<file path="src/rtl/edge_detect_multi.sv">
// rtl/edge_detect_multi.sv - multi-channel synchronised, debounced edge detector with sticky flags, irq and event counter
module edge_detect_multi #(
    parameter int N           = 4,
    parameter int SYNC_STAGES = 2,
    parameter int DEB_CYCLES  = 3,
    parameter int CNT_W       = 8
) (
    input  logic               clk,
    input  logic               rst,
    input  logic [N-1:0]       sig,
    input  logic [2*N-1:0]     mode,
    input  logic [N-1:0]       irq_en,
    input  logic [N-1:0]       clr,
    input  logic               cnt_clr,
    output logic [N-1:0]       pulse,
    output logic [N-1:0]       sticky,
    output logic               irq,
    output logic [CNT_W-1:0]   event_cnt
);

    localparam int DW = $clog2(DEB_CYCLES) + 1;
    localparam int PW = $clog2(N + 1);
    localparam int SW = CNT_W + PW;
    localparam logic [DW-1:0] DEB_LAST = DW'(DEB_CYCLES - 1);
    localparam logic [SW-1:0] CNT_MAX  = SW'({CNT_W{1'b1}});

    logic [N-1:0]  sync_q [SYNC_STAGES];
    logic [N-1:0]  filt;
    logic [DW-1:0] deb_cnt [N];
    logic [N-1:0]  s;
    logic [N-1:0]  update;
    logic [N-1:0]  pulse_d;
    logic [PW-1:0] pop;
    logic [SW-1:0] cnt_sum;

    assign s = sync_q[SYNC_STAGES-1];

    always_ff @(posedge clk) begin
        if (rst) begin
            for (int i = 0; i < SYNC_STAGES; i++) begin
                sync_q[i] <= '0;
            end
        end else begin
            sync_q[0] <= sig;
            for (int i = 1; i < SYNC_STAGES; i++) begin
                sync_q[i] <= sync_q[i-1];
            end
        end
    end

    // An update is the cycle in which a differing level has persisted long enough.
    always_comb begin
        update  = '0;
        pulse_d = '0;
        for (int ch = 0; ch < N; ch++) begin
            update[ch]  = (s[ch] != filt[ch]) && (deb_cnt[ch] == DEB_LAST);
            pulse_d[ch] = update[ch] && (filt[ch] ? mode[2*ch+1] : mode[2*ch]);
        end
    end

    always_ff @(posedge clk) begin
        if (rst) begin
            filt <= '0;
            for (int ch = 0; ch < N; ch++) begin
                deb_cnt[ch] <= '0;
            end
        end else begin
            for (int ch = 0; ch < N; ch++) begin
                if (s[ch] == filt[ch]) begin
                    deb_cnt[ch] <= '0;
                end else if (deb_cnt[ch] == DEB_LAST) begin
                    filt[ch]    <= s[ch];
                    deb_cnt[ch] <= '0;
                end else begin
                    deb_cnt[ch] <= deb_cnt[ch] + 1'b1;
                end
            end
        end
    end

    // Extra headroom bits let the sum overshoot before saturation is applied.
    always_comb begin
        pop = '0;
        for (int ch = 0; ch < N; ch++) begin
            pop = pop + PW'(pulse[ch]);
        end
        cnt_sum = (cnt_clr ? '0 : SW'(event_cnt)) + SW'(pop);
    end

    always_ff @(posedge clk) begin
        if (rst) begin
            pulse     <= '0;
            sticky    <= '0;
            irq       <= 1'b0;
            event_cnt <= '0;
        end else begin
            pulse     <= pulse_d;
            sticky    <= (sticky & ~clr) | pulse;
            irq       <= |(sticky & irq_en);
            event_cnt <= (cnt_sum > CNT_MAX) ? '1 : cnt_sum[CNT_W-1:0];
        end
    end

endmodule

</file>
<file path="config.mk">
export PLATFORM = sky130hd
export DESIGN_NAME = edge_detect_multi
export DESIGN_NICKNAME = d
export VERILOG_FILES = /design/src/rtl/edge_detect_multi.sv
export SDC_FILE = /design/constraint.sdc
export NUM_CORES = 1
export LEC_CHECK = 0
export CAP_MARGIN = 20
export CORE_UTILIZATION = 54
export CTS_CLUSTER_SIZE = 28
export DETAILED_ROUTE_END_ITERATION = 10
export PLACE_DENSITY = 0.89
export SKIP_LAST_GASP = 1
export SYNTH_ARGS = -nofsm -noshare
export SYNTH_HDL_FRONTEND = slang
export SYNTH_SLANG_ARGS = --single-unit
</file>
<file path="constraint.sdc">
create_clock -name clk -period 8 [get_ports clk]
set_input_delay 1.6 -clock clk [delete_from_list [all_inputs] [get_ports clk]]
set_output_delay 1.6 -clock clk [all_outputs]
set_load 0.005 [all_outputs]
</file>
==> flow_summary.yaml, run 1 <==
worst_hold_path:
  worstHoldPathCells: 1
  hold_class: "flip-flop to flip-flop"
floorplanning:
  core_sq_um: 3153
  die-area_sq_um: 3670
  rows: 20
  die_x_microns: 60.58
  top_level_ports: 40
  start_util_pct: 58.77
  die_y_microns: 60.58
drt:
  drt_iter0_markers: 62
  routed_via_density: 4.863
  wl_per_cell_microns: 11.10
  drt_wl_total_microns: 3153
  postRouteAntennaNets: 0
  firstDrtPassIters: 4
  num_vias: 1381
  post-route-drc-count: 0
pwr:
  power.leakage_uw: 0.0009200
  power.total_uw: 343.0
  vdd_ir_drop_max_v: 0.0001407
  pwr_density_cell_nw_per_um2: 144.1
clocking:
  cts_buffers: 5
  path_clk_slew_ns: 0.11
  cts.repair.resized: 0
  htreeDepth: 2
  cts.sinks: 41
  cts_buffer_depth: 2
  cts_tree: "yes"
  clock_latency_ns: 0.34
  cts_setup_buffers: 0
  hold_buffers: 0
  cts_root_buffer: "clkbuf_4"
synthesis:
  seq_area_frac_synth_pct: 50.78
  synthCells: 185
  yosysWarningCount: 0
  avgSynthCellArea_sq_um: 10.02
  synth_seq_cells: 41
  syn_area_sq_um: 1853
  synth_cell_type_count: 33
finish:
  layout_common_cells: "39 x clkdlybuf4s50_1, 29 x dfxtp_1, 28 x nor2_1, 17 x inv_1"
  drive_gt1_share_pct: 5.000
  n_antenna_cell: 0
  areaGrowthSynthToFinish_pct: 28.43
  final_nets: 274
  instances_no_fill: 284
  finish.utilization_pct: 75.48
  layout_commonest_cell: "clkdlybuf4s50_1"
grt:
  grt-ovfl-total: 0
  antenna_found_initial: 0
  grt_pass1_vias: 1270
  grt_start_max_net_pins: 35
  grt_first_pass_wirelength_microns: 5181
  track_usage_pct: 19.78
critical_path:
  criticalPathCategory: "primary input to flip-flop"
  critPathArrivalTime_ns: 4.08
  end_kind: "flip-flop"
  crit_top_cell: "fa_1"
  cp-start-kind: "primary input"
  slowest_stage: "clkdlybuf4s50_1"
  required_ns: 8.23
  worst_r2r_path_depth: 7
  max_stage_delay_ns: 0.52
  r2r_slack_ns: 5.19
  crit_fanout: 5
  crit_chain: "clkdlybuf4s50_1 -> nand2b_1 -> fa_1 -> fa_1 -> and3b_1 -> nand3_2 -> a2111oi_2"
sta:
  rsz0062_at_grt: "false"
  fmax_mhz: 260.1
  finalCriticalPeriod_ns: 3.845
  slew_viol_final: 0
  min_period_over_period_pct: 48.06
  hold_viol_final: 0
  setup_ws_ns: 4.155
  setup-violations-final: 0
  finalClockSkew_ns: 0.005565
  finalSetupTns_ns: 0
run:
  drv_cap: 0
place:
  gp_congestion: 0.7727
  dp_hpwl_microns: 2421
  place_inst: 276
  dp_slack_ns: 3.830
  portBuffers: 39
run_status:
  status: "completed"
-- power breakdown --
part / internal, uW / switching [uW] / leakage (uW)
registers: 219 / 3.27 / 0.000359
logic: 16.3 / 11.4 / 0.000534
clock network: 33.8 / 59.5 / 0.0000269
total: 269 / 74.1 / 0.000920
-- layout make-up --
cell class	count	area, sq um
Clock buffer	7	45.04
Tap cell	44	55.05
Timing Repair Buffer	40	397.9
Fill cell	242	773.2
Clock inverter	1	3.754
Multi-Input combinational cell	134	873.3
Sequential cell	41	940.9
Inverter	17	63.81
-- registers in the layout, indices dropped and copies added (netlist names) --
name,count
irq,1
filt,4
sticky,4
pulse,4
event_cnt,8
sync_q,8
deb_cnt,12
-- through the flow --
step	area (sq um)	hold slack, ns
finish	2380	0.4442
global route	2380	0.4597
CTS	2380	0.4467
detailed placement	2331	0.4220
global placement	2331	0.4161
floorplan	1894	0.4138
-- cells in the mapped netlist --
cell type / count / area [sq um]
a2111oi_2: 1 / 15.01
a211oi_2: 1 / 12.51
a21boi_1: 2 / 15.01
a21oi_1: 8 / 40.04
a22oi_1: 2 / 15.01
a31oi_1: 5 / 31.28
and3_1: 1 / 6.260
and3b_1: 1 / 8.760
buf_2: 1 / 5.000
clkbuf_1: 3 / 11.26
conb_1: 1 / 3.750
dfxtp_1: 29 / 580.6
edfxtp_1: 12 / 360.4
fa_1: 3 / 60.06
ha_1: 9 / 112.6
inv_1: 17 / 63.81
mux2i_1: 7 / 70.07
nand2_1: 11 / 41.29
nand2b_1: 7 / 43.79
nand3_2: 1 / 10.01
nand4_1: 1 / 6.260
nor2_1: 28 / 105.1
nor2b_1: 11 / 68.82
nor2b_2: 1 / 8.760
nor3_1: 9 / 45.04
nor3_2: 1 / 10.01
nor3b_2: 1 / 12.51
o2111ai_1: 2 / 17.52
o211a_1: 1 / 10.01
o21ai_0: 1 / 5.000
o21ai_1: 1 / 5.000
xnor2_1: 4 / 35.03
xor2_1: 2 / 17.52
-- worst max-delay path: cells and delay by family --
kind / cells / cell delay [ns]
adders and majority gates: 2 / 0.93
buffers and inverters: 1 / 0.52
and+or+nand+nor: 3 / 0.62
AOI/OAI and AO/OA: 1 / 0.40
-- path summary, 6_finish.rpt --
kind / startpoint / end
worst max-delay path: cnt_clr / event_cnt[6]$_SDFF_PP0_
worst min-delay path: sync_q[0][3]$_SDFF_PP0_ / sync_q[0][7]$_SDFF_PP0_
worst max register to register: pulse[0]$_SDFF_PP0_ / event_cnt[6]$_SDFF_PP0_
worst min register to register: sync_q[0][3]$_SDFF_PP0_ / sync_q[0][7]$_SDFF_PP0_
-- layer usage --
layer / track usage (%) / vias up / wire, microns
li1: - / 714 / -
met1: 22.99 / 608 / 1369
met2: 33.44 / 54 / 1487
met3: 7.676 / 5 / 247
met4: 6.818 / 0 / 50
met5: 0 / - / 0
-- logic make-up (layout without fill, tap and decap cells) --
group | after synthesis | after routing | share of synthesized area [%]
DFF | 41 | 41 | 50.78
xor gates and xnor gates | 6 | 6 | 2.836
buffers and inverters | 21 | 65 | 4.321
and+or+nand+nor | 73 | 73 | 19.78
other | 1 | 12 | 0.2024
muxes | 7 | 7 | 3.781
adders and majority gates | 12 | 12 | 9.318
AOI/OAI and AO/OA | 24 | 24 | 8.979
No activity file was read; power rests on OpenSTA's default activity.
==> inputs of run 2 (changes only) <==
CORE_UTILIZATION = 45   (was 54)
PLACE_DENSITY = 0.8   (was 0.89)
clock period = 3.45 ns   (was 8 ns; I/O delays follow)
==> run 2 against run 1 <==
  * Clock-buffer cell count up 1
  * Sequential share of layout area fell by 0.71 points
  * Combinational power grew 140%
  * Cell area is 1.8% higher
  * Register-to-register slack got worse by 4.5 ns
  * Cell count is 1.8% higher
  * Die area is 19% higher
  * Power grew to 2.5 times the previous value
  * Sequential cell count stayed put
  * Via count increased by 0.22%
==> flow_summary.yaml, run 2 (synthesis gave the netlist of run 1 again) <==
run_status:
  status: "completed"
finish:
  n_antenna_cell: 0
  drive_gt1_share_pct: 5.394
  finish.utilization_pct: 63.80
  layout_commonest_cell: "clkdlybuf4s50_1"
  areaGrowthSynthToFinish_pct: 30.79
  layout_common_cells: "39 x clkdlybuf4s50_1, 29 x dfxtp_1, 28 x nor2_1, 17 x inv_1"
  largest-register: "deb_cnt"
  final_nets: 275
  top_regs: "deb_cnt (12), event_cnt (8), sync_q (8)"
  largest_reg_flops: 12
  fin_area_sq_um: 2424
sta:
  slew_viol_final: 0
  min_period_over_period_pct: 83.46
  hold_viol_final: 0
  finalSetupTns_ns: 0
  setup-violations-final: 0
  finalCriticalPeriod_ns: 2.880
  fmax_mhz: 347.3
  rsz0062_at_grt: "false"
  holdWs_ns: 0.4388
  finalClockSkew_ns: 0.005524
drt:
  num_vias: 1384
  drt_iter0_markers: 82
  firstDrtPassIters: 4
  post-route-drc-count: 0
  wl_per_cell_microns: 10.62
  drt_wl_total_microns: 3068
  postRouteAntennaNets: 0
  routed_via_density: 4.789
clocking:
  cts_setup_buffers: 0
  cts_buffer_depth: 2
  clock_latency_ns: 0.29
  cts.sinks: 41
  htreeDepth: 2
  cts_buffers: 5
  cts_tree: "yes"
  cts_root_buffer: "clkbuf_8"
  path_clk_slew_ns: 0.07
  hold_buffers: 0
  cts.repair.resized: 0
floorplanning:
  core_sq_um: 3799
  die_y_microns: 66.17
  die-area_sq_um: 4378
  top_level_ports: 40
  start_util_pct: 48.78
  die_x_microns: 66.17
  rows: 22
critical_path:
  critPathArrivalTime_ns: 3.07
  required_ns: 3.64
  end_kind: "flip-flop"
  crit_fanout: 5
  worst_r2r_path_depth: 7
  cp-start-kind: "primary input"
  criticalPathCategory: "primary input to flip-flop"
pwr:
  vdd_ir_drop_max_v: 0.0002452
  p_int_uw: 689.5
  p_clk_share_pct: 33.5
  sw_frac_of_total_pct: 20.98
  p_comb_share_pct: 7.5
  p_sw_uw: 183.1
  power.leakage_uw: 0.0009374
  power.total_uw: 872.6
  pwr_density_cell_nw_per_um2: 360.0
  power_frac_seq_pct: 59.1
place:
  dp_hpwl_microns: 2414
  gp_congestion: 0.8320
  portBuffers: 39
  dpl_cell_area_sq_um: 2344
grt:
  busiest_layer: "met2"
  use_met2_pct: 27.93
  grt_first_pass_wirelength_microns: 5464
  antenna_found_initial: 0
  gr-usage-met3_pct: 5.862
  grt_start_max_net_pins: 22
  track_usage_pct: 16.78
  grt_pass1_vias: 1326
  met1_usage_pct: 19.39
  grt-ovfl-total: 0
run:
  drv_cap: 0
worst_hold_path:
  hold_class: "flip-flop to flip-flop"
  worstHoldPathCells: 1
## run 2: cell types whose count changed in the layout (fill, tap and decap cells not counted)
cell      change
clkbuf_8      +5
clkbuf_4      -5
buf_4         +1
clkbuf_1      +1
clkinv_1      -1
## run 2: layout make-up
cell class / count / area, sq um
clock buffers: 8 / 80.08
fillers: 317 / 1375
inverters: 17 / 63.81
multi-input cells: 134 / 873.3
flip-flops and latches: 41 / 940.9
well taps: 48 / 60.06
repair buffers: 41 / 405.4
## run 2: power groups by stage
stage               Sequential, uW  Combinational [uW]  Clock (uW)
floorplan                      524                32.1           0
global placement               525                63.9           0
detailed placement             526                65.4           0
CTS                            515                65.6         306
global route                   517                73.2         325
finish                         515                65.3         292
## run 2: stage by stage
stage               worst slack, ns  instances
floorplan                    0.8218        196
global placement             0.3111        281
detailed placement           0.2705        281
CTS                          0.5891        289
global route                 0.4296        289
finish                       0.5705        289
## run 2: layer usage
metal	vias up	part of all wire [%]
met3	5	6.8
li1	718	-
met1	621	46
met5	-	0
met4	0	1.8
met2	40	45
## run 2: critical path, stage by stage
cell             delay, ns
clkdlybuf4s50_1       0.51
nand2b_1              0.21
fa_1                  0.41
fa_1                  0.51
and3b_1               0.29
nand3_2               0.11
a2111oi_2             0.34
## run 2: worst paths after layout
path | start | to | slack [ns]
setup / recovery | cnt_clr | event_cnt[6]$_SDFF_PP0_ | 0.57
hold / removal | sync_q[0][2]$_SDFF_PP0_ | sync_q[0][6]$_SDFF_PP0_ | 0.44
setup reg to reg | pulse[0]$_SDFF_PP0_ | event_cnt[6]$_SDFF_PP0_ | 0.72
hold reg to reg | sync_q[0][2]$_SDFF_PP0_ | sync_q[0][6]$_SDFF_PP0_ | 0.44
==> inputs of run 3 (changes only) <==
clock period = 2.5 ns   (was 3.45 ns; I/O delays follow)
==> run 3 against run 2 <==
  * Sequential share of layout area fell by 0.75 points
  * Sequential power rose by 38%
  * Via count rose by 2.4%
  * Die area did not move
  * Non-clock buffer count rose by 5
  * Cell area rose by 2.1%
  * Register-to-register slack got worse by 0.60 ns
  * Critical endpoint unchanged
  * Largest power group unchanged
  * Highest routed layer unchanged
==> flow_summary.yaml, run 3 (synthesis gave the netlist of run 1 again) <==
finish:
  n_antenna_cell: 0
  drive_gt1_share_pct: 8.943
  layout_commonest_cell: "clkdlybuf4s50_1"
  largest-register: "deb_cnt"
  largest_reg_flops: 12
  final_nets: 280
  layout_common_cells: "39 x clkdlybuf4s50_1, 28 x nor2_1, 28 x dfxtp_1, 17 x inv_1"
  fin_area_sq_um: 2475
  finish.utilization_pct: 65.15
  instances_no_fill: 294
  top_regs: "deb_cnt (12), event_cnt (8), sync_q (8)"
  areaGrowthSynthToFinish_pct: 33.56
critical_path:
  max_stage_delay_ns: 0.54
  r2r_slack_ns: 0.12
  cp-start-kind: "flip-flop"
  slowest_stage: "fa_1"
  worst_r2r_path_depth: 7
  r2r-end: "event_cnt[6]$_SDFF_PP0_"
  r2r_start: "pulse[0]$_SDFF_PP0_"
  criticalPathCategory: "flip-flop to flip-flop"
  end_kind: "flip-flop"
  required_ns: 2.68
  crit_top_cell: "fa_2"
  cpLargestDelayFamily: "adder cells"
  crit_chain: "fa_1 -> inv_1 -> fa_2 -> fa_2 -> and3b_2 -> nand3_2 -> a2111oi_2"
  crit_fanout: 2
  critPathArrivalTime_ns: 2.56
  crit_buf_inv: 1
sta:
  holdWs_ns: 0.4453
  setup_ws_ns: 0.1237
  relSlewSlack_pct: 58.15
  hold_viol_final: 0
  tightest_slew_ns: 0.6258
  finalCriticalPeriod_ns: 2.376
  slew_viol_final: 0
  min_period_over_period_pct: 95.05
  rsz0062_at_grt: "false"
  fmax_mhz: 420.8
  finalClockSkew_ns: 0.003359
  setup-violations-final: 0
drt:
  drt_iter0_markers: 55
  postRouteAntennaNets: 0
  drt_wl_total_microns: 3220
  num_vias: 1417
  wl_per_cell_microns: 10.95
  routed_via_density: 4.820
  post-route-drc-count: 0
  firstDrtPassIters: 4
floorplanning:
  top_level_ports: 40
  core_sq_um: 3799
  die_y_microns: 66.17
  die-area_sq_um: 4378
  die_x_microns: 66.17
  start_util_pct: 48.78
  rows: 22
grt:
  grt_first_pass_wirelength_microns: 5423
  grt_pass1_vias: 1362
  grt-ovfl-total: 0
  grt_start_max_net_pins: 17
  antenna_found_initial: 0
  track_usage_pct: 16.69
place:
  portBuffers: 39
  dp_slack_ns: -0.1531
  gp_congestion: 0.8282
  place_inst: 286
  dpl_cell_area_sq_um: 2384
  dp_hpwl_microns: 2483
worst_hold_path:
  hold_class: "flip-flop to flip-flop"
  hold_start: "sync_q[0][0]$_SDFF_PP0_"
  worstHoldPathCells: 1
  min_to: "sync_q[0][4]$_SDFF_PP0_"
clocking:
  cts_tree: "yes"
  cts_buffers: 5
  cts_root_buffer: "clkbuf_8"
  cts_setup_buffers: 0
  cts_buffer_depth: 2
  hold_buffers: 0
  cts.sinks: 41
  htreeDepth: 2
  path_clk_slew_ns: 0.07
  clock_latency_ns: 0.28
pwr:
  power.leakage_uw: 0.0009851
  pwr_density_cell_nw_per_um2: 486.8
  vdd_ir_drop_max_v: 0.0002914
run_status:
  status: "completed"
run:
  drv_cap: 0
## run 3: cell type report
class	instances	area [sq um]
fillers	329	1324
flip-flops and latches	41	942.2
multi-input cells	134	885.9
repair buffers	46	442.9
clock buffers	7	76.32
inverters	17	63.81
well taps	48	60.06
clock inverters	1	3.754
## run 3: layer usage
metal / routed length, microns / share of wire, % / global-route usage (%)
met5: 0 / 0 / 0
met4: 46 / 1.4 / 7.979
met3: 191 / 5.9 / 3.966
met2: 1520 / 47 / 28.70
met1: 1461 / 45 / 19.34
## run 3: what timing repair did
action | in CTS | in global routing
hold endpoints to repair | 0 | 0
setup endpoints to repair | 1 | 2
pin swaps | 0 | 1
gates resized for setup | 1 | 3
## run 3: where the power goes
| part | total [uW] | switching [uW] | internal (uW) |
|---|---|---|---|
| Combinational | 93.5 | 38.4 | 55.1 |
| Sequential | 711 | 11.1 | 700 |
| Clock | 400 | 206 | 194 |
| Total | 1200 | 255 | 950 |
## run 3: worst max-delay path by stage
stage	slack [ns]	depth (start not counted)	startpoint	endpoint
6_report	0.12	7	pulse[0]$_SDFF_PP0_	event_cnt[6]$_SDFF_PP0_
5_1_grt	0.006	7	pulse[0]$_SDFF_PP0_	event_cnt[6]$_SDFF_PP0_
4_1_cts	0.06	7	pulse[0]$_SDFF_PP0_	event_cnt[6]$_SDFF_PP0_
3_5_place_dp	-0.15	7	cnt_clr	event_cnt[6]$_SDFF_PP0_
3_3_place_gp	-0.13	7	cnt_clr	event_cnt[6]$_SDFF_PP0_
2_1_floorplan	0.006	7	pulse[0]$_SDFF_PP0_	event_cnt[6]$_SDFF_PP0_
## run 3: worst register-to-register path, cell delays in order, from the launching register on
cell,delay (ns)
dfxtp_1,0.33
fa_1,0.54
inv_1,0.06
fa_2,0.37
fa_2,0.34
and3b_2,0.26
nand3_2,0.10
a2111oi_2,0.29
## run 3: per-stage QoR
| step | power, uW | setup TNS (ns) |
|---|---|---|
| detailed placement | 820.0 | -0.5010 |
| global route | 1266 | 0 |
| global placement | 815.9 | -0.3614 |
| CTS | 1220 | 0 |
| finish | 1205 | 0 |
| floorplan | 767.9 | 0 |
